<file path="src/rtl/mem_access_unit.sv">
// Memory-stage access unit: turns byte/half/word/double loads and stores into
// doubleword-aligned memory transactions (read-modify-write for partial stores).
module mem_access_unit #(
   parameter int ADDR_W = 64
) (
   input  logic              CLK,
   input  logic              reset_n,
   input  logic              req_v,
   input  logic              req_st,
   input  logic [1:0]        req_size,
   input  logic              req_unsigned,
   input  logic [ADDR_W-1:0] req_addr,
   input  logic [63:0]       req_wdata,
   output logic              req_ready,
   output logic              resp_v,
   output logic [63:0]       resp_data,
   output logic              resp_misaligned,
   output logic              MEM_V,
   output logic              we,
   output logic [1:0]        size,
   output logic [ADDR_W-1:0] address,
   output logic [63:0]       mem_data,
   input  logic              v_mem_stall,
   input  logic [63:0]       data_out,
   output logic [2:0]        o_dbg_state
);

   typedef enum logic [2:0] {
      S_IDLE   = 3'd0,
      S_LOAD   = 3'd1,
      S_RMW_RD = 3'd2,
      S_WR     = 3'd3,
      S_RESP   = 3'd4
   } state_t;

   state_t              r_state;
   state_t              w_next;
   logic [1:0]          r_sz;
   logic                r_uns;
   logic [ADDR_W-1:0]   r_addr;
   logic [63:0]         r_wdata;
   logic [63:0]         r_buf;
   logic [63:0]         r_resp_data;
   logic                r_fault;

   logic                w_accept;
   logic                w_misaligned;
   logic [7:0]          w_base_mask;
   logic [7:0]          w_lane_mask;
   logic [63:0]         w_byte_mask;
   logic [63:0]         w_wdata_sh;
   logic [63:0]         w_merged;
   logic [63:0]         w_shifted;
   logic [63:0]         w_load_data;

   assign w_accept = (r_state == S_IDLE) && req_v;

   always_comb begin
      w_misaligned = 1'b0;
      case (req_size)
         2'b01:   w_misaligned = req_addr[0];
         2'b10:   w_misaligned = |req_addr[1:0];
         2'b11:   w_misaligned = |req_addr[2:0];
         default: w_misaligned = 1'b0;
      endcase
   end

   // Byte lanes off..off+nbytes-1 of the doubleword take the store data.
   always_comb begin
      w_base_mask = 8'h01;
      case (r_sz)
         2'b00:   w_base_mask = 8'h01;
         2'b01:   w_base_mask = 8'h03;
         2'b10:   w_base_mask = 8'h0F;
         default: w_base_mask = 8'hFF;
      endcase
      w_lane_mask = w_base_mask << r_addr[2:0];
      w_byte_mask = '0;
      for (int i = 0; i < 8; i++) begin
         w_byte_mask[i*8 +: 8] = {8{w_lane_mask[i]}};
      end
      w_wdata_sh = r_wdata << {r_addr[2:0], 3'b000};
      w_merged   = (data_out & ~w_byte_mask) | (w_wdata_sh & w_byte_mask);
   end

   always_comb begin
      w_shifted   = data_out >> {r_addr[2:0], 3'b000};
      w_load_data = w_shifted;
      case (r_sz)
         2'b00:   w_load_data = r_uns ? {56'd0, w_shifted[7:0]}
                                      : {{56{w_shifted[7]}}, w_shifted[7:0]};
         2'b01:   w_load_data = r_uns ? {48'd0, w_shifted[15:0]}
                                      : {{48{w_shifted[15]}}, w_shifted[15:0]};
         2'b10:   w_load_data = r_uns ? {32'd0, w_shifted[31:0]}
                                      : {{32{w_shifted[31]}}, w_shifted[31:0]};
         default: w_load_data = w_shifted;
      endcase
   end

   always_ff @(posedge CLK or negedge reset_n) begin
      if (!reset_n) r_state <= S_IDLE;
      else          r_state <= w_next;
   end

   always_comb begin
      w_next = r_state;
      case (r_state)
         S_IDLE: begin
            if (req_v) begin
               if (w_misaligned)           w_next = S_RESP;
               else if (!req_st)           w_next = S_LOAD;
               else if (req_size == 2'b11) w_next = S_WR;
               else                        w_next = S_RMW_RD;
            end
         end
         S_LOAD:   if (!v_mem_stall) w_next = S_RESP;
         S_RMW_RD: if (!v_mem_stall) w_next = S_WR;
         S_WR:     if (!v_mem_stall) w_next = S_RESP;
         S_RESP:   w_next = S_IDLE;
         default:  w_next = S_IDLE;
      endcase
   end

   // resp_data only changes on the edge that enters RESP.
   always_ff @(posedge CLK or negedge reset_n) begin
      if (!reset_n) begin
         r_sz        <= 2'b00;
         r_uns       <= 1'b0;
         r_addr      <= '0;
         r_wdata     <= '0;
         r_buf       <= '0;
         r_resp_data <= '0;
         r_fault     <= 1'b0;
      end else begin
         if (w_accept) begin
            r_sz    <= req_size;
            r_uns   <= req_unsigned;
            r_addr  <= req_addr;
            r_wdata <= req_wdata;
            r_fault <= w_misaligned;
            if (w_misaligned) r_resp_data <= '0;
            if (req_st && (req_size == 2'b11)) r_buf <= req_wdata;
         end
         case (r_state)
            S_LOAD:   if (!v_mem_stall) r_resp_data <= w_load_data;
            S_RMW_RD: if (!v_mem_stall) r_buf <= w_merged;
            S_WR:     if (!v_mem_stall) r_resp_data <= '0;
            S_RESP:   r_fault <= 1'b0;
            default:  ;
         endcase
      end
   end

   always_comb begin
      req_ready       = (r_state == S_IDLE) && reset_n;
      resp_v          = (r_state == S_RESP);
      resp_data       = r_resp_data;
      resp_misaligned = r_fault;
      MEM_V           = 1'b0;
      we              = 1'b0;
      size            = 2'b00;
      address         = '0;
      mem_data        = '0;
      o_dbg_state     = r_state;
      if ((r_state == S_LOAD) || (r_state == S_RMW_RD) || (r_state == S_WR)) begin
         MEM_V   = 1'b1;
         size    = 2'b11;
         address = {r_addr[ADDR_W-1:3], 3'b000};
      end
      if (r_state == S_WR) begin
         we       = 1'b1;
         mem_data = r_buf;
      end
   end

endmodule

</file>
<file path="config.mk">
export PLATFORM = sky130hd
export DESIGN_NAME = mem_access_unit
export DESIGN_NICKNAME = d
export VERILOG_FILES = /design/src/rtl/mem_access_unit.sv
export SDC_FILE = /design/constraint.sdc
export NUM_CORES = 1
export LEC_CHECK = 0
export CELL_PAD_IN_SITES_DETAIL_PLACEMENT = 0
export CELL_PAD_IN_SITES_GLOBAL_PLACEMENT = 1
export CORE_MARGIN = 3
export CORE_UTILIZATION = 34
export CTS_CLUSTER_DIAMETER = 60
export CTS_CLUSTER_SIZE = 20
export DETAILED_ROUTE_END_ITERATION = 12
export PLACE_DENSITY = 0.81
export SYNTH_ARGS = -nofsm -noshare
export SYNTH_HDL_FRONTEND = slang
export SYNTH_SLANG_ARGS = --single-unit
</file>
<file path="constraint.sdc">
create_clock -name CLK -period 2.05 [get_ports CLK]
set_input_delay 0.3075 -clock CLK [delete_from_list [all_inputs] [get_ports CLK]]
set_output_delay 0.3075 -clock CLK [all_outputs]
set_load 0.03 [all_outputs]
</file>
Yosys cells after proc, flatten, opt, wreduce, memory -nomap -nowiden
Cells that the tools add are included.
{"block": "classes", "addsub": 0, "mul": 0, "div_mod_pow": 0, "order_cmp": 0, "n_eq_ne": 12, "n_shift": 3, "n_mux": 29, "bitwise_logic": 4, "n_reduce_logical": 12}
{"operator": "64-bit 2-to-1 mux", "n": 13}
{"operator": "64-bit case mux with 3 select lines", "n": 1}
{"operator": "64-bit bitwise AND", "n": 2}
{"operator": "64-bit case mux with 2 select lines", "n": 1}
{"operator": "64-bit NOT", "n": 1}
{"operator": "64-bit bitwise OR", "n": 1}
{"operator": "64-bit by 6-bit left shift with 64-bit output", "n": 1}
{"operator": "64-bit by 6-bit right shift with 64-bit output", "n": 1}
{"operator": "8-bit case mux with 3 select lines", "n": 1}
{"operator": "3-bit 2-to-1 mux", "n": 4}
{"operator": "3-bit case mux with 3 select lines", "n": 1}
{"operator": "8-bit by 3-bit left shift with 8-bit output", "n": 1}
{"operator": "2-bit == test, second input constant", "n": 3}
{"operator": "3-bit by 2-bit == test with 1-bit output, second input constant", "n": 2}
{"operator": "2-bit != test, second input constant", "n": 3}
{"operator": "1-bit 2-to-1 mux", "n": 5}
{"operator": "2-bit by 1-bit == test with 1-bit output, second input constant", "n": 2}
{"operator": "2-bit 2-to-1 mux", "n": 2}
{"operator": "2-bit OR reduction", "n": 2}
{"operator": "3-bit by 1-bit == test with 1-bit output, second input constant", "n": 1}
{"operator": "3-bit == test, second input constant", "n": 1}
{"operator": "1-bit logical AND", "n": 3}
{"operator": "3-bit zero test", "n": 1}
{"operator": "1-bit case mux with 3 select lines", "n": 1}
{"operator": "5 further kinds", "n": 6}
{"block": "totals", "regBits": 263, "latchBits": 0, "ramBits": 0, "rom_bits": 0, "input_bits": 200, "out_inout_bits": 202, "word_cells": 68, "mem_count": 0}

Longest topological paths before layout
Gate-level depths: netlist of the first run.
{"block": "logic_depth", "word_depth": 8, "depth_mapped": 10, "depth_no_buf": 5}

Least setup slack after synthesis of the first run
OpenSTA, ideal clock, no wires.
{"block": "synth_path", "kind": "reg2out", "start": "register r_state[0], in the netlist o_dbg_state[0]", "end": "output address[54]", "t_arrival_ps": 2011, "required_ps": 1742, "slack_ps": -269, "stages_incl_launch_ff": 6, "path_buffers": 2, "cell_sequence": "dfrtp_1 clkbuf_1 nor2_1 nor2_1 clkbuf_1 and2_1"}
{"block": "synth_via", "elab_chain_len": 4, "word_cells_on_any_way": 6, "cone_classes": "eq/ne: 3; mux: 1; reduce/logical: 2"}
{"item": "start: declaration", "line": "36", "source": "state_t r_state;"}
{"item": "start signal: assignment", "line": "102", "source": "else r_state <= w_next;"}
{"item": "3-bit by 1-bit == test with 1-bit output / 3-bit by 2-bit == test with 1-bit output (equally long branches)", "line": "165", "source": "if ((r_state == S_LOAD) || (r_state == S_RMW_RD) || (r_state == S_WR)) begin"}
{"item": "1-bit logical OR", "line": "165"}
{"item": "1-bit logical OR *", "line": "165"}
{"item": "64-bit 2-to-1 mux *", "line": "165"}
{"item": "end: declaration", "line": "21", "source": "output logic [ADDR_W-1:0] address,"}
Mark *: on every way between the ends. The rest lies on a longest branch, timed or not.

Worst setup path after layout of the first run
{"block": "layout_path", "start": "register r_addr[0]", "end": "register r_buf[57]"}
{"block": "layout_via", "elab_chain_len": 6, "word_cells_on_any_way": 8, "cone_classes": "shift: 2; mux: 2; bitwise: 4"}
{"item": "start: declaration", "line": "40", "source": "logic [ADDR_W-1:0] r_addr;"}
{"item": "start signal: assignment", "line": "138", "source": "r_addr <= req_addr;"}
{"item": "branches (longest 3 deep; another with 64-bit by 6-bit left shift with 64-bit output)"}
{"item": "64-bit bitwise OR *", "line": "83", "source": "w_merged = (data_out & ~w_byte_mask) | (w_wdata_sh & w_byte_mask);"}
{"item": "64-bit 2-to-1 mux *", "line": "146", "source": "S_RMW_RD: if (!v_mem_stall) r_buf <= w_merged;"}
{"item": "64-bit 2-to-1 mux *", "line": "144", "source": "case (r_state)"}
{"item": "end signal: assignment", "line": "142", "source": "if (req_st && (req_size == 2'b11)) r_buf <= req_wdata;"}
{"item": "end signal: assignment", "line": "146"}
{"item": "end: declaration", "line": "42", "source": "logic [63:0] r_buf;"}
Mark *: on every way between the ends.
A chain may end at the register's enable or synchronous reset.

==> summary.md, run 1 <==
| Metric | Value |
|---|---|
| Number of port buffers | roughly 400 |
| Area share of the largest cell type after synthesis | between 40% and 50% |
| CP Launch Type | register |
| R2r endpoint | r_buf[57] |
| Fmax | 431 MHz |
| Netlist cell types | 57 |
| Clock sink total | around 260 |
| # H-tree levels | 1 |
| Vert. Die Dim | roughly 220 um |
| Top_reg_cell synth | dfrtp_1 |
| Outcome | finished with violations |
| Mapped Cells | about 1500 |
| Reg clk slew, reported paths | about 80 ps |
| Die area | about 47000 um^2 |
| Clk_lat worst skew | between 600 and 700 ps |
| Row count | 76 |
| Fraction of registers with async set or reset after synthesis | between 90% and 100% |
| Endpoint type of the worst setup path | register |
| Fillcell total | between 3000 and 4000 |
| Flip-flop and latch area | around 6600 um^2 |
| R2R setup slack | -270 ps |
| Setup-failing EPs final | 231 |
| Drt pass-1 iters | 7 |
| Total congestion overflow | 0 |
| Maximum VDD drop | 1080 uV |
| Seq/Total Area, Yosys | a little over two fifths |
| DPL Wire Length | approximately 51 mm |
| Global-route wire length before repair | just over 100 mm |
| Detail-routed via count per cell | approximately 5.6 |
| Placer congestion estimate | around 0.95 |
| Clock Skew | between 30 and 40 ps |
| Synth Area in XOR/XNOR | 0% |
| Final Hold Vio Count | 0 |
| Initial Utilization | 34.9% |
| CTS tree | yes |
| Via count | approximately 15000 |
| Number of synthesized flops with an enable pin | 0 |
| Multi-input combinational cell area | slightly above 9000 um^2 |
| Top post-synthesis cells by area | dfrtp_1 (43%), mux2_2 (10%), mux2i_1 (7.9%) |
| Initial antenna violation count | 17 |
| Final WS setup | -272 ps |
| Failing checks | negative setup slack |
| TritonCTS buffer count | 28 |
| Synthesis-stage register bit count | between 200 and 300 |
| Period utilization | 113% |
| Synth Area in Simple Gates | about 15% |
| Yosys Warn Count | 0 |
| Slew Limit Fails | 0 |
| Clk buf depth | 3 |
| Drt drc | 0 |
| Rel. slew slack | ~45% |
| Pwr per Cell Area | 1660 nW/um^2 |
| CP Launch Point | r_addr[0] |
| Post-synthesis compound-gate area fraction | a little over an eighth |
| Largest net degree at the start of global routing | ~140 |
| HP Class | in2async |
| Largest family of logic cells by synthesized area | multiplexers |
| Post-route ant nets | 0 |
| P_leak | about 11 nW |
| Synthesized area | around 15000 um^2 |
| Yosys top cell by area | dfrtp_1 |
| Average size of a mapped cell | between 10 and 15 um^2 |
| Max_cap viols | 0 |
| WP data required | between 2000 and 3000 ps |
| Root buf cell | clkbuf_16 |
| Min cycle time layout | 2320 ps |
| Reg2Reg Depth | 10 |
| Critical path class | reg2reg |
| Iter 0 DRT Violations | 1538 |
| Area grow syn2layout | 70.4% |
| Max FO, Critical Path | 7 |
| Synth Area in Adders | 0% |
| Tot GR Track Use | between 20% and 30% |
| Setup_tns | -40560 ps |
| Number of global-route vias before repair | 15216 |
| Reg2reg start | r_addr[0] |
| Routed WL | 73.3 mm |
| Unrepaired setup endpoints after global routing | yes |
| Layout cells sized above 1 | 46.6% |
| Layout Nets | around 2300 |
| Worst Tran Pin Value | 832 ps |
| Mux cell area share after synthesis | about 24% |
| # IOs | approximately 400 |
| Core footprint | around 44000 um^2 |
| Critical path data arrival time | between 2000 and 3000 ps |
| Chip width | 218 um |
| Tot Pwr | 43.1 mW |
| Wire per inst | between 20 and 30 um |
## worst max-delay path: stages (launching register included)
cell	delay (ps)
dfrtp_4	500
buf_12	150
buf_12	140
buf_12	130
buf_16	130
buf_12	140
mux4_2	500
mux2i_1	160
nand2_1	70
o211ai_1	120
o21ai_1	140
## power by group
part	switching (mW)	internal (mW)	total (mW)	leakage [nW]
sequential	2.42	7.62	10.0	3.21
combinational	13.5	14.1	27.6	7.49
clock	2.56	2.84	5.40	0.474
total	18.5	24.5	43.1	11.2
## sequential cells by signal, indices dropped and copies added, names as in the netlist
signal / flops
resp_misaligned: 1
resp_data: 64
o_dbg_state: 3
r_addr: 64
r_uns: 1
r_wdata: 64
r_sz: 2
r_buf: 64
## synthesized netlist by cell type (2+ instances only)
| master | instances |
|---|---|
| a211o_1 | 7 |
| a211oi_1 | 60 |
| a21oi_1 | 29 |
| a222oi_1 | 7 |
| a22o_1 | 2 |
| a22oi_1 | 11 |
| a31oi_1 | 37 |
| and2_1 | 127 |
| and3_1 | 15 |
| buf_1 | 9 |
| buf_2 | 30 |
| buf_4 | 13 |
| buf_6 | 3 |
| clkbuf_1 | 74 |
| clkbuf_2 | 2 |
| dfrtp_1 | 263 |
| inv_1 | 16 |
| mux2_2 | 140 |
| mux2i_1 | 121 |
| mux4_2 | 42 |
| nand2_1 | 174 |
| nand2b_1 | 8 |
| nand3_1 | 10 |
| nor2_1 | 72 |
| nor2b_1 | 33 |
| nor3_1 | 2 |
| nor3b_1 | 2 |
| nor4b_1 | 2 |
| o211ai_1 | 8 |
| o21a_1 | 7 |
| o21ai_0 | 79 |
| o21ai_1 | 2 |
| o21ai_2 | 11 |
| o221a_2 | 4 |
| o22ai_1 | 27 |
| or2_2 | 2 |
## per-stage QoR
stage	area (um^2)	util, %	setup slack, ps	hold slack, ps	std cells
6_report	26000	59.5	-272	125	2696
5_1_grt	26000	59.5	-317	130	2694
4_1_cts	24300	55.6	-255	114	2640
3_5_place_dp	21800	49.8	-316	132	2538
3_3_place_gp	21800	49.8	-287	131	2538
2_1_floorplan	15300	-	0.0711	11.9	1474
## layer usage
layer | wire (um) | global-route usage [%] | vias up
li1 | - | - | 6538
met1 | 27300 | 35.2 | 7536
met2 | 34600 | 46.4 | 852
met3 | 8060 | 9.15 | 183
met4 | 3240 | 10.6 | 24
met5 | 137 | 0 | -
## cell type report
cell class	instances	area share, %
Clock buffer	30	2.80
Antenna cell	6	0.0578
Multi-Input combinational cell	1063	35.6
Inverter	16	0.241
Clock inverter	22	0.992
Sequential cell	263	25.4
Timing Repair Buffer	711	32.1
Tap cell	585	2.82
## cell usage in the layout (no fill, tap or decap), types with 8 or more instances in the layout
cell,count
nor2_1,59
mux2i_4,15
and2_1,14
clkbuf_16,48
a21oi_1,23
and3_1,14
o22ai_1,25
mux2i_2,17
mux2i_1,89
a211oi_1,24
and2_4,113
buf_12,90
nor2_4,9
mux2_2,137
nand2_1,163
nor2b_1,22
mux4_2,42
inv_1,15
a22oi_1,10
o21ai_1,18
o21ai_0,30
o21ai_2,43
a211oi_2,32
a31oi_1,36
buf_6,113
dfrtp_1,257
buf_4,192
buf_16,19
clkdlybuf4s50_1,258
o211ai_1,8
## what timing repair did
action	in CTS	in global routing
gates cloned	14	24
setup endpoints to repair	213	343
buffers inserted	37	31
pin swaps	48	111
resized for setup	281	265
hold buffers	1	0
endpoints found under the hold margin	215	0
## cell families (layout without fill, tap and decap cells)
logic type             count (synthesis)  count (layout)
AOI/OAI and AO/OA                    303             303
muxes                                303             303
and+or+nand+nor                      454             454
other                                  1               9
buffers and inverters                148             779
DFF                                  263             263
## worst max-delay path by stage
stage                    endpoint
finish                  r_buf[57]
global route            r_buf[57]
CTS                  mem_data[61]
detailed placement  resp_data[61]
global placement    resp_data[25]
floorplan               r_buf[10]
(Power assumes the default switching activity.)
==> run 2: changes to the inputs <==
--- a/config.mk
+++ b/config.mk
@@ -13,6 +13,7 @@
 export CTS_CLUSTER_SIZE = 20
 export DETAILED_ROUTE_END_ITERATION = 12
 export PLACE_DENSITY = 0.81
+export SLEW_MARGIN = 5
 export SYNTH_ARGS = -nofsm -noshare
 export SYNTH_HDL_FRONTEND = slang
 export SYNTH_SLANG_ARGS = --single-unit
==> results of run 2 <==
The final DEF is identical to that of run 1; final timing and power are the same.
==> run 3: changes to the inputs <==
--- a/config.mk
+++ b/config.mk
@@ -9,7 +9,6 @@
 export CELL_PAD_IN_SITES_GLOBAL_PLACEMENT = 1
 export CORE_MARGIN = 3
 export CORE_UTILIZATION = 34
-export CTS_CLUSTER_DIAMETER = 60
 export CTS_CLUSTER_SIZE = 20
 export DETAILED_ROUTE_END_ITERATION = 12
 export PLACE_DENSITY = 0.81
==> summary.md, run 3 (synthesis gave the netlist of run 1 again) <==
| Metric | Value |
|---|---|
| Outcome | finished with violations (unchanged) |
| Failing checks | negative setup slack (unchanged) |
| Placed insts | 2538 (unchanged) |
| Most common cell after layout, fill and taps aside | clkdlybuf4s50_1 (unchanged) |
| Final Hold Vio Count | 0 (unchanged) |
| R2R setup slack | -260 ps (was -270 ps) |
| Wire per inst | 27.6 um (was 27.2 um) |
| Critical path data arrival time | 2020 ps (was 2780 ps) |
| # IOs | 402 (unchanged) |
| Peak per-stage delay on the critical path | 410 ps (was 500 ps) |
| Clk_lat worst skew | 590 ps (was 610 ps) |
| Fmax | 430 MHz (was 431 MHz) |
| Slowest-stage cell, CP | dfrtp_2 (was dfrtp_4) |
| Global-route wire length before repair | 98.9 mm (was 101 mm) |
| Chip width | 218 um (unchanged) |
| Vert. Die Dim | 218 um (unchanged) |
| Core footprint | 43600 um^2 (unchanged) |
| TritonCTS buffer count | 30 (was 28) |
| Switching Share | 42.1% (was 43.0%) |
| Layout cells sized above 1 | 45.5% (was 46.6%) |
| Most frequent cells in the layout | clkdlybuf4s50_1 (261), dfrtp_1 (257), buf_4 (205) (was clkdlybuf4s50_1 (258), dfrtp_1 (257), buf_4 (192)) |
| Net load switching power | 18.1 mW (was 18.5 mW) |
| Drt pass-1 iters | 5 (was 7) |
| HP Class | in2async (unchanged) |
| Clock sink total | 263 (unchanged) |
| Number of global-route vias before repair | 14979 (was 15216) |
| Min cycle time layout | 2330 ps (was 2320 ps) |
| Worst Tran Pin Value | 849 ps (was 832 ps) |
| Period utilization | 113% (about the same) |
| Iter 0 DRT Violations | 1386 (was 1538) |
| CP Cell Sequence | buf_6 > nor2_4 > nor2_4 > buf_12 > buf_12 > buf_16 > and2_4 > buf_6 (was buf_12 > buf_12 > buf_12 > buf_16 > buf_12 > mux4_2 > mux2i_1 > nand2_1 > o211ai_1 > o21ai_1) |
| Maximum VDD drop | 1080 uV (about the same) |
| Clock Skew | 15.8 ps (was 33.2 ps) |
| Max_cap viols | 0 (unchanged) |
| Initial antenna violation count | 16 (was 17) |
| Pwr per Cell Area | 1670 nW/um^2 (was 1660 nW/um^2) |
| Via count | 15270 (was 15133) |
| Reg clk slew, reported paths | 70 ps (was 80 ps) |
| Util after Layout | 59.1% (was 59.5%) |
| CTS tree | yes (unchanged) |
| Largest net degree at the start of global routing | 136 (unchanged) |
| Tot GR Track Use | 28.0% (was 28.4%) |
| Number of port buffers | 398 (unchanged) |
| Rel. slew slack | 43.4% (was 44.5%) |
| Clock power frac | 13.7% (was 12.5%) |
| Setup-failing EPs final | 259 (was 231) |
| Unrepaired setup endpoints after global routing | yes (unchanged) |
| Detail-routed via count per cell | 5.66 (was 5.61) |
| CP Launch Type | register (unchanged) |
| Drt drc | 0 (unchanged) |
| WP data required | 1740 ps (was 2510 ps) |
| Sequential share of power | 23.3% (about the same) |
| Routed WL | 74.4 mm (was 73.3 mm) |
| Initial Utilization | 34.9% (unchanged) |
| P_leak | 11.1 nW (was 11.2 nW) |
| Worst hold margin | 117 ps (was 125 ps) |
| Placer congestion estimate | 0.947 (unchanged) |
| DPL Wire Length | 51.4 mm (unchanged) |
| Root buf cell | clkbuf_16 (unchanged) |
| Layout Nets | 2284 (was 2283) |
| # H-tree levels | 1 (unchanged) |
| Total congestion overflow | 0 (unchanged) |
| Comb power frac | 63.0% (was 64.2%) |
| Internal power | 25.0 mW (was 24.5 mW) |
| Critical path class | reg2out (was reg2reg) |
| Non-filler cells, final | 2698 (was 2696) |
| Area grow syn2layout | 69.3% (was 70.4%) |
| Post-route ant nets | 0 (unchanged) |
| Die area | 47400 um^2 (unchanged) |
| Clk buf depth | 3 (unchanged) |
| Final WS setup | -276 ps (was -272 ps) |
| Row count | 76 (unchanged) |
| Slew Limit Fails | 0 (unchanged) |
| Endpoint type of the worst setup path | output pin (was register) |
| Max FO, Critical Path | 9 (was 7) |
## run 3: cell types whose count changed in the layout (fill, tap and decap cells not counted), sizes merged
cell	previous run	this run
diode	6	5
clkinvlp	3	1
dlygate4sd2	4	1
clkdlybuf4s50	258	261
clkbuf	52	62
clkinv	10	9
inv	24	17
bufinv	1	4
## run 3: final cells by class
class	instances	area, um^2
timing repair buffer	710	8160
clock inverter	15	181
antenna	5	12.5
multi-input combinational	1063	9160
sequential	263	6590
tap	585	732
fill	3525	17800
clock buffer	41	903
inverter	16	62.6
## run 3: worst paths after layout
| path | startpoint | to | depth (start not counted) |
|---|---|---|---|
| worst max-delay path | o_dbg_state[0] | address[30] | 8 |
| worst min-delay path | reset_n | r_buf[58] | 2 |
| max in group asynchronous | reset_n | r_addr[58] | 3 |
| worst max register to register | r_addr[0] | resp_data[40] | 9 |
| worst min register to register | resp_data[37] | resp_data[37] | 2 |
| min in group CLK | req_unsigned | r_uns | 3 |
## run 3: worst max-delay path: cells and delay by family (launching register included)
family                 cells  cell delay (ps)
buffers and inverters      5              690
AND/OR/NAND/NOR            3              320
flip-flops                 1              410
## run 3: power by group through the flow
stage / clock network [mW] / logic, mW / registers [mW]
floorplan: 0 / 11.9 / 9.54
global placement: 0 / 20.7 / 9.71
global route: 6.22 / 28.4 / 10.2
detailed placement: 0 / 20.9 / 9.80
CTS: 6.00 / 23.0 / 9.74
finish: 5.92 / 27.1 / 10.0
## run 3: what timing repair did
item,4_1_cts,5_1_grt
hold buffers,1,0
cloned,7,26
endpoints found under the setup margin,219,351
gates resized for setup,200,302
hold endpoints to repair,165,0
pin swaps,30,85
buffers inserted,15,55
## run 3: through the flow
| stage | instance area [um^2] | setup TNS (ps) | total power, mW | worst slack, ps |
|---|---|---|---|---|
| finish | 25800 | -42020 | 43.1 | -276 |
| global route | 25800 | -58580 | 44.8 | -323 |
| CTS | 23700 | -36000 | 38.8 | -282 |
| detailed placement | 21800 | -19700 | 30.7 | -316 |
| global placement | 21800 | -18350 | 30.4 | -287 |
| floorplan | 15300 | 0 | 21.4 | 0.0711 |
## run 3: layer usage
| layer | part of all wire, % | GRT usage (%) | wire [um] |
|---|---|---|---|
| met2 | 46 | 45.8 | 34400 |
| met1 | 38 | 35.4 | 28100 |
| met3 | 11 | 8.32 | 8050 |
| met4 | 4.8 | 9.48 | 3580 |
| met5 | 0.20 | 0 | 146 |
==> RTL edit 1, RTL diff (flow settings as in run 3) <==
`ADDR_W`: 64 -> 56.
--- a/src/rtl/mem_access_unit.sv
+++ b/src/rtl/mem_access_unit.sv
@@ -2,5 +2,5 @@
 // doubleword-aligned memory transactions (read-modify-write for partial stores).
 module mem_access_unit #(
-   parameter int ADDR_W = 64
+   parameter int ADDR_W = 56
 ) (
    input  logic              CLK,
Interface: changed (resized address and req_addr); port bits go from 402 to 386. No check against the original RTL was run, so the function may have changed too.
==> RTL edit 1 against run 3 <==
The run still ends with negative setup slack left; count of clock-buffer cells in the layout is the same; total power grew 6.8%; utilization up 4.1 points; wire length increased by 8.0%; sequential cell count is 8 lower; final area rose by 6.3%; via count increased by 6.1%; first-iteration DRC count up 37%; synthesized area decreased by 1.4%; worst setup slack got worse by 62 ps; sequential power hardly changed.
==> RTL edit 1: results (changes against run 3) <==
Setup TNS -> -62520 ps (was -42020 ps)
Wire per inst -> 29.6 um (was 27.6 um)
Final HPWL DP -> 48.8 mm (was 51.4 mm)
Via count -> 16195 (was 15270)
First-pass GRT wire length -> 103 mm (was 98.9 mm)
Initial DRC count -> 1904 (was 1386)
CP Launch Point -> o_dbg_state[2] (was o_dbg_state[0])
WP data arrival -> 2080 ps (was 2020 ps)
Distinct cell type count after synthesis -> 61 (was 57)
1st-pass router iterations -> 6 (was 5)
Total number of yosys warnings -> 0 (unchanged)
CTS max path bufs -> 3 (unchanged)
Status -> finished, violations left (unchanged)
Final WL -> 80.3 mm (was 74.4 mm)
Reg2reg path depth -> 10 (was 9)
DP Area -> 21300 um^2 (was 21800 um^2)
Worst Setup EP -> mem_data[3] (was address[30])
Setup violations, final -> 373 (was 259)
Reg-to-Reg End -> r_buf[23] (was resp_data[40])
Avg Cell Area, Syn -> 10.4 um^2 (about the same)
Clk pin slew, worst setup/hold paths -> 70 ps (about the same)
Port Buffers -> 382 (was 398)
FF-to-FF Start -> r_addr[0] (unchanged)
Commonest cells in the netlist -> 255 x dfrtp_1, 175 x nand2_1, 140 x mux2_2, 118 x and2_1, 87 x o21ai_0 (was 263 x dfrtp_1, 174 x nand2_1, 140 x mux2_2, 127 x and2_1, 121 x mux2i_1)
R2R setup slack -> -260 ps (about the same)
Layout Nets -> 2293 (was 2284)
Skew-Pair Late Insertion Delay -> 590 ps (about the same)
Violated checks -> negative setup slack (unchanged)
Sequential fraction of the synthesis area -> 0.425 (was 0.432)
Switching share of power -> 0.421 (about the same)
GPL Wtd Cong -> 0.962 (was 0.947)
Largest net degree at the start of global routing -> 78 (was 136)
Vias in the first global route -> 15569 (was 14979)
Clock Skew -> 19.3 ps (was 15.8 ps)
Initial antenna violation count -> 13 (was 16)
Critical-path maximum fanout -> 7 (was 9)
CTS root buffer -> clkbuf_16 (unchanged)
Worst hold path class -> input pin to async pin (unchanged)
Final worst slack -> -338 ps (was -276 ps)
Leakage -> 11.8 nW (was 11.1 nW)
Cells after DPL -> 2493 (was 2538)
Post-synth ARST share -> 1.00 (unchanged)
CTS buffer count -> 31 (was 30)
Max-slew violation count -> 0 (unchanged)
Slew margin rel. -> 0.627 (was 0.434)
Synth top area cells -> dfrtp_1 42%, mux2_2 10%, mux4_2 8.1% (was dfrtp_1 43%, mux2_2 10%, mux2i_1 7.9%)
VDD IR max -> 0.00113 V (was 0.00108 V)
Fillers -> 3223 (was 3525)
Layout cells sized above 1 -> 0.509 (was 0.455)
Overall routing resource usage -> 0.292 (was 0.280)
RTL edit 1: power by group through the flow:
stage / clock (mW) / sequential [mW] / combinational [mW]
floorplan: 0 / 9.34 / 11.7
detailed placement: 0 / 9.45 / 20.2
global route: 6.23 / 10.1 / 31.1
finish: 6.04 / 10.0 / 30.0
CTS: 6.01 / 9.48 / 23.9
global placement: 0 / 9.40 / 20.0
RTL edit 1: worst min path at each step:
stage / startpoint / slack (ps) / to
floorplan: reset_n / 10 / o_dbg_state[0]
global placement: reset_n / 180 / r_wdata[0]
detailed placement: reset_n / 180 / r_wdata[0]
CTS: reset_n / 160 / r_wdata[9]
global route: reset_n / 170 / r_wdata[9]
finish: reset_n / 170 / r_addr[0]
RTL edit 1: layer usage:
layer,vias to the layer above,wire [um],global-route usage
met3,332,9620,0.0872
met1,8062,28800,0.369
li1,6570,-,-
met4,12,5480,0.143
met5,-,78,0
met2,1219,36400,0.458
RTL edit 1: cell type report:
cell class              instances  area (um^2)  share of cell area
clock buffers                  41          863              0.0315
clock inverters                13          221             0.00807
diodes                          8         20.0            0.000730
well taps                     585          732              0.0267
repair buffers                747         9240               0.337
inverters                      15         58.8             0.00214
multi-input cells            1051         9900               0.361
flip-flops and latches        255         6390               0.233
RTL edit 1: kinds of logic after synthesis:
group / share of synthesized area
buffers and inverters: 0.0484
DFF: 0.425
muxes: 0.243
and+or+nand+nor: 0.145
other: 0.000250
AOI/OAI and AO/OA: 0.138
RTL edit 1: metrics by stage:
stage	setup slack, ps	total power [mW]
finish	-338	46.0
detailed placement	-384	29.7
global placement	-314	29.4
floorplan	5.70	21.0
CTS	-325	39.4
global route	-374	47.4
RTL edit 1: critical path: stages (launching register included):
cell     delay (ps)
dfrtp_2         430
buf_6           130
inv_4            40
and3_4          210
buf_12          140
buf_8           120
buf_16          140
and2_4          160
buf_12          120
RTL edit 1: timing repair:
action                                  CTS  global route
resized for setup                       329           467
endpoints found under the setup margin  190           358
hold buffers                              1             0
cloned                                   32            39
pin swaps                                88           142
endpoints found under the hold margin   131             0
setup buffers                            50            51
==> RTL edit 2, RTL diff (settings of run 3) <==
Made on the original files. Make the reset (`reset_n`) synchronous in 2 clocked blocks.
--- a/src/rtl/mem_access_unit.sv
+++ b/src/rtl/mem_access_unit.sv
@@ -98,5 +98,5 @@
    end
 
-   always_ff @(posedge CLK or negedge reset_n) begin
+   always_ff @(posedge CLK) begin
       if (!reset_n) r_state <= S_IDLE;
       else          r_state <= w_next;
@@ -123,5 +123,5 @@
 
    // resp_data only changes on the edge that enters RESP.
-   always_ff @(posedge CLK or negedge reset_n) begin
+   always_ff @(posedge CLK) begin
       if (!reset_n) begin
          r_sz        <= 2'b00;
Function: changed (Yosys sat finds a counterexample within 4 cycles, from zero or initial values and one cycle with reset_n low; the reset may be asserted at any time).
==> RTL edit 2 against run 3 <==
The flow still finishes with violations (negative setup slack); sequential cell count is the same; final area shrank 6.3%; worst setup slack gained 32 ps; register-to-register slack gained 200 ps; maximum frequency grew 1.4%; non-clock buffer count shrank 2; hold slack gained 170 ps; synthesized area shrank 3.5%; count of clock-buffer cells in the layout shrank 3; wire length shrank 3.7%; clock skew grew 2.5 ps.
Power is not compared: it rests on default switching activity, and its combinational part moved more than twofold at a synthesized area within 25%.
==> RTL edit 2: results (changes against run 3) <==
Sequential fraction of the synthesis area -> 0.358 (was 0.432)
Hold WS -> 286 ps (was 117 ps)
R2R setup slack -> -60 ps (was -260 ps)
Distinct cell type count after synthesis -> 61 (was 57)
Vias in the first global route -> 16043 (was 14979)
Critical Path Max Stage Delay -> 340 ps (was 410 ps)
Port Buffers -> 398 (unchanged)
Total number of yosys warnings -> 0 (unchanged)
Vias per cell -> 5.60 (was 5.66)
Slew margin rel. -> 0.582 (was 0.434)
Initial antenna violation count -> 2 (was 16)
CP max-delay cell -> dfxtp_4 (was dfrtp_2)
Status -> finished, violations left (unchanged)
Wire per inst -> 24.3 um (was 27.6 um)
WP data arrival -> 1990 ps (was 2020 ps)
Reg-to-Reg End -> resp_data[54] (was resp_data[40])
Clock Skew -> 18.3 ps (was 15.8 ps)
Skew-Pair Late Insertion Delay -> 580 ps
Clk pin slew, worst setup/hold paths -> 60 ps
First-pass GRT wire length -> 103 mm (was 98.9 mm)
Layout Nets -> 2551 (was 2284)
Setup violations, final -> 161 (was 259)
Initial DRC count -> 1391 (was 1386)
Commonest cells in the netlist -> 413 x nand2_1, 263 x dfxtp_1, 198 x a21oi_1, 129 x and2_1, 108 x clkbuf_1 (was 263 x dfrtp_1, 174 x nand2_1, 140 x mux2_2, 127 x and2_1, 121 x mux2i_1)
Hold endpoint -> r_addr[44]
FF-to-FF Start -> r_addr[2] (was r_addr[0])
Overall routing resource usage -> 0.289 (was 0.280)
Final worst slack -> -244 ps (was -276 ps)
Critical-path maximum fanout -> 5 (was 9)
CTS max path bufs -> 3 (unchanged)
Layout cells sized above 1 -> 0.321 (was 0.455)
Reg2reg path depth -> 7 (was 9)
Post-synth ARST share -> 0 (was 1.00)
Setup TNS -> -22180 ps (was -42020 ps)
Synth top area cells -> dfxtp_1 36%, nand2_1 11%, mux2i_1 7.3% (was dfrtp_1 43%, mux2_2 10%, mux2i_1 7.9%)
Top delay family on crit path -> buffers and inverters (unchanged)
Largest net degree at the start of global routing -> 133 (was 136)
Final HPWL DP -> 52.3 mm (was 51.4 mm)
Switching pwr -> 5.69 mW
GPL Wtd Cong -> 0.986 (was 0.947)
Flop pwr share -> 0.343
Violated checks -> negative setup slack (unchanged)
Worst hold path class -> input pin to register (was input pin to async pin)
RTL edit 2: changes by cell type after synthesis, moves of 32 or more:
cell	delta
dfrtp_1	-263
dfxtp_1	+263
nand2_1	+239
a21oi_1	+169
mux2_2	-109
a211oi_1	-36
a22o_1	+36
clkbuf_1	+34
nor2_1	-32
RTL edit 2: kinds of logic (layout without fill, tap and decap cells):
kind of cell / Yosys count / after routing / share of synthesized area
DFF: 263 / 263 / 0.358
AOI/OAI and AO/OA: 498 / 498 / 0.223
other: 1 / 4 / 0.000255
muxes: 192 / 192 / 0.167
and+or+nand+nor: 648 / 648 / 0.200
buffers and inverters: 173 / 770 / 0.0522
RTL edit 2: metal layers:
layer,vias to the layer above,track usage,share of wire
li1,7473,-,-
met1,8035,0.383,0.42
met2,857,0.463,0.45
met3,179,0.0495,0.081
met4,0,0.127,0.050
met5,-,0,0
RTL edit 2: how the worst max path moves through the flow:
stage / from / endpoint / slack (ps) / cells after the start
floorplan: o_dbg_state[1] / r_buf[61] / -60 / 8
global placement: req_v / r_buf[17] / -490 / 7
detailed placement: req_v / r_buf[17] / -480 / 7
CTS: o_dbg_state[2] / mem_data[1] / -250 / 8
global route: o_dbg_state[2] / mem_data[56] / -320 / 7
finish: o_dbg_state[2] / mem_data[16] / -240 / 8
RTL edit 2: area by class of cell:
| cell class | count | area, um^2 |
|---|---|---|
| diodes | 1 | 2.50 |
| clock buffers | 38 | 842 |
| clock inverters | 17 | 194 |
| fillers | 3714 | 18100 |
| inverters | 7 | 30.0 |
| multi-input cells | 1341 | 9380 |
| flip-flops and latches | 263 | 5290 |
| well taps | 577 | 722 |
| repair buffers | 708 | 7730 |
RTL edit 2: worst min-delay path, delay by kind of cell:
kind,cells,cell delay (ps)
buf+inv,1,390
compound gates,1,50
simple gates,1,50
RTL edit 2: power by group through the flow:
stage          sequential, mW  combinational [mW]  clock, mW
2_1_floorplan            5.92                2.47          0
3_3_place_gp             5.97                4.80          0
3_5_place_dp             5.98                4.83          0
4_1_cts                  5.87                5.06       5.78
5_1_grt                  5.93                5.91       6.01
6_report                 5.90                5.61       5.71
RTL edit 2: per-stage QoR:
step                instance area, um^2  setup slack, ps  power (mW)   util  cells
floorplan                         14800            -61.8        8.39      -   1777
global placement                  21300             -489        10.8  0.503   2846
detailed placement                21300             -481        10.8  0.503   2846
CTS                               23300             -245        16.7  0.550   2936
global route                      24200             -322        17.8  0.571   2952
finish                            24200             -244        17.2  0.571   2952
RTL edit 2: timing repair:
action / 4_1_cts / 5_1_grt
pin swaps: 31 / 30
setup endpoints to repair: 205 / 223
gates cloned: 11 / 8
resized for setup: 131 / 206
buffers inserted: 25 / 12
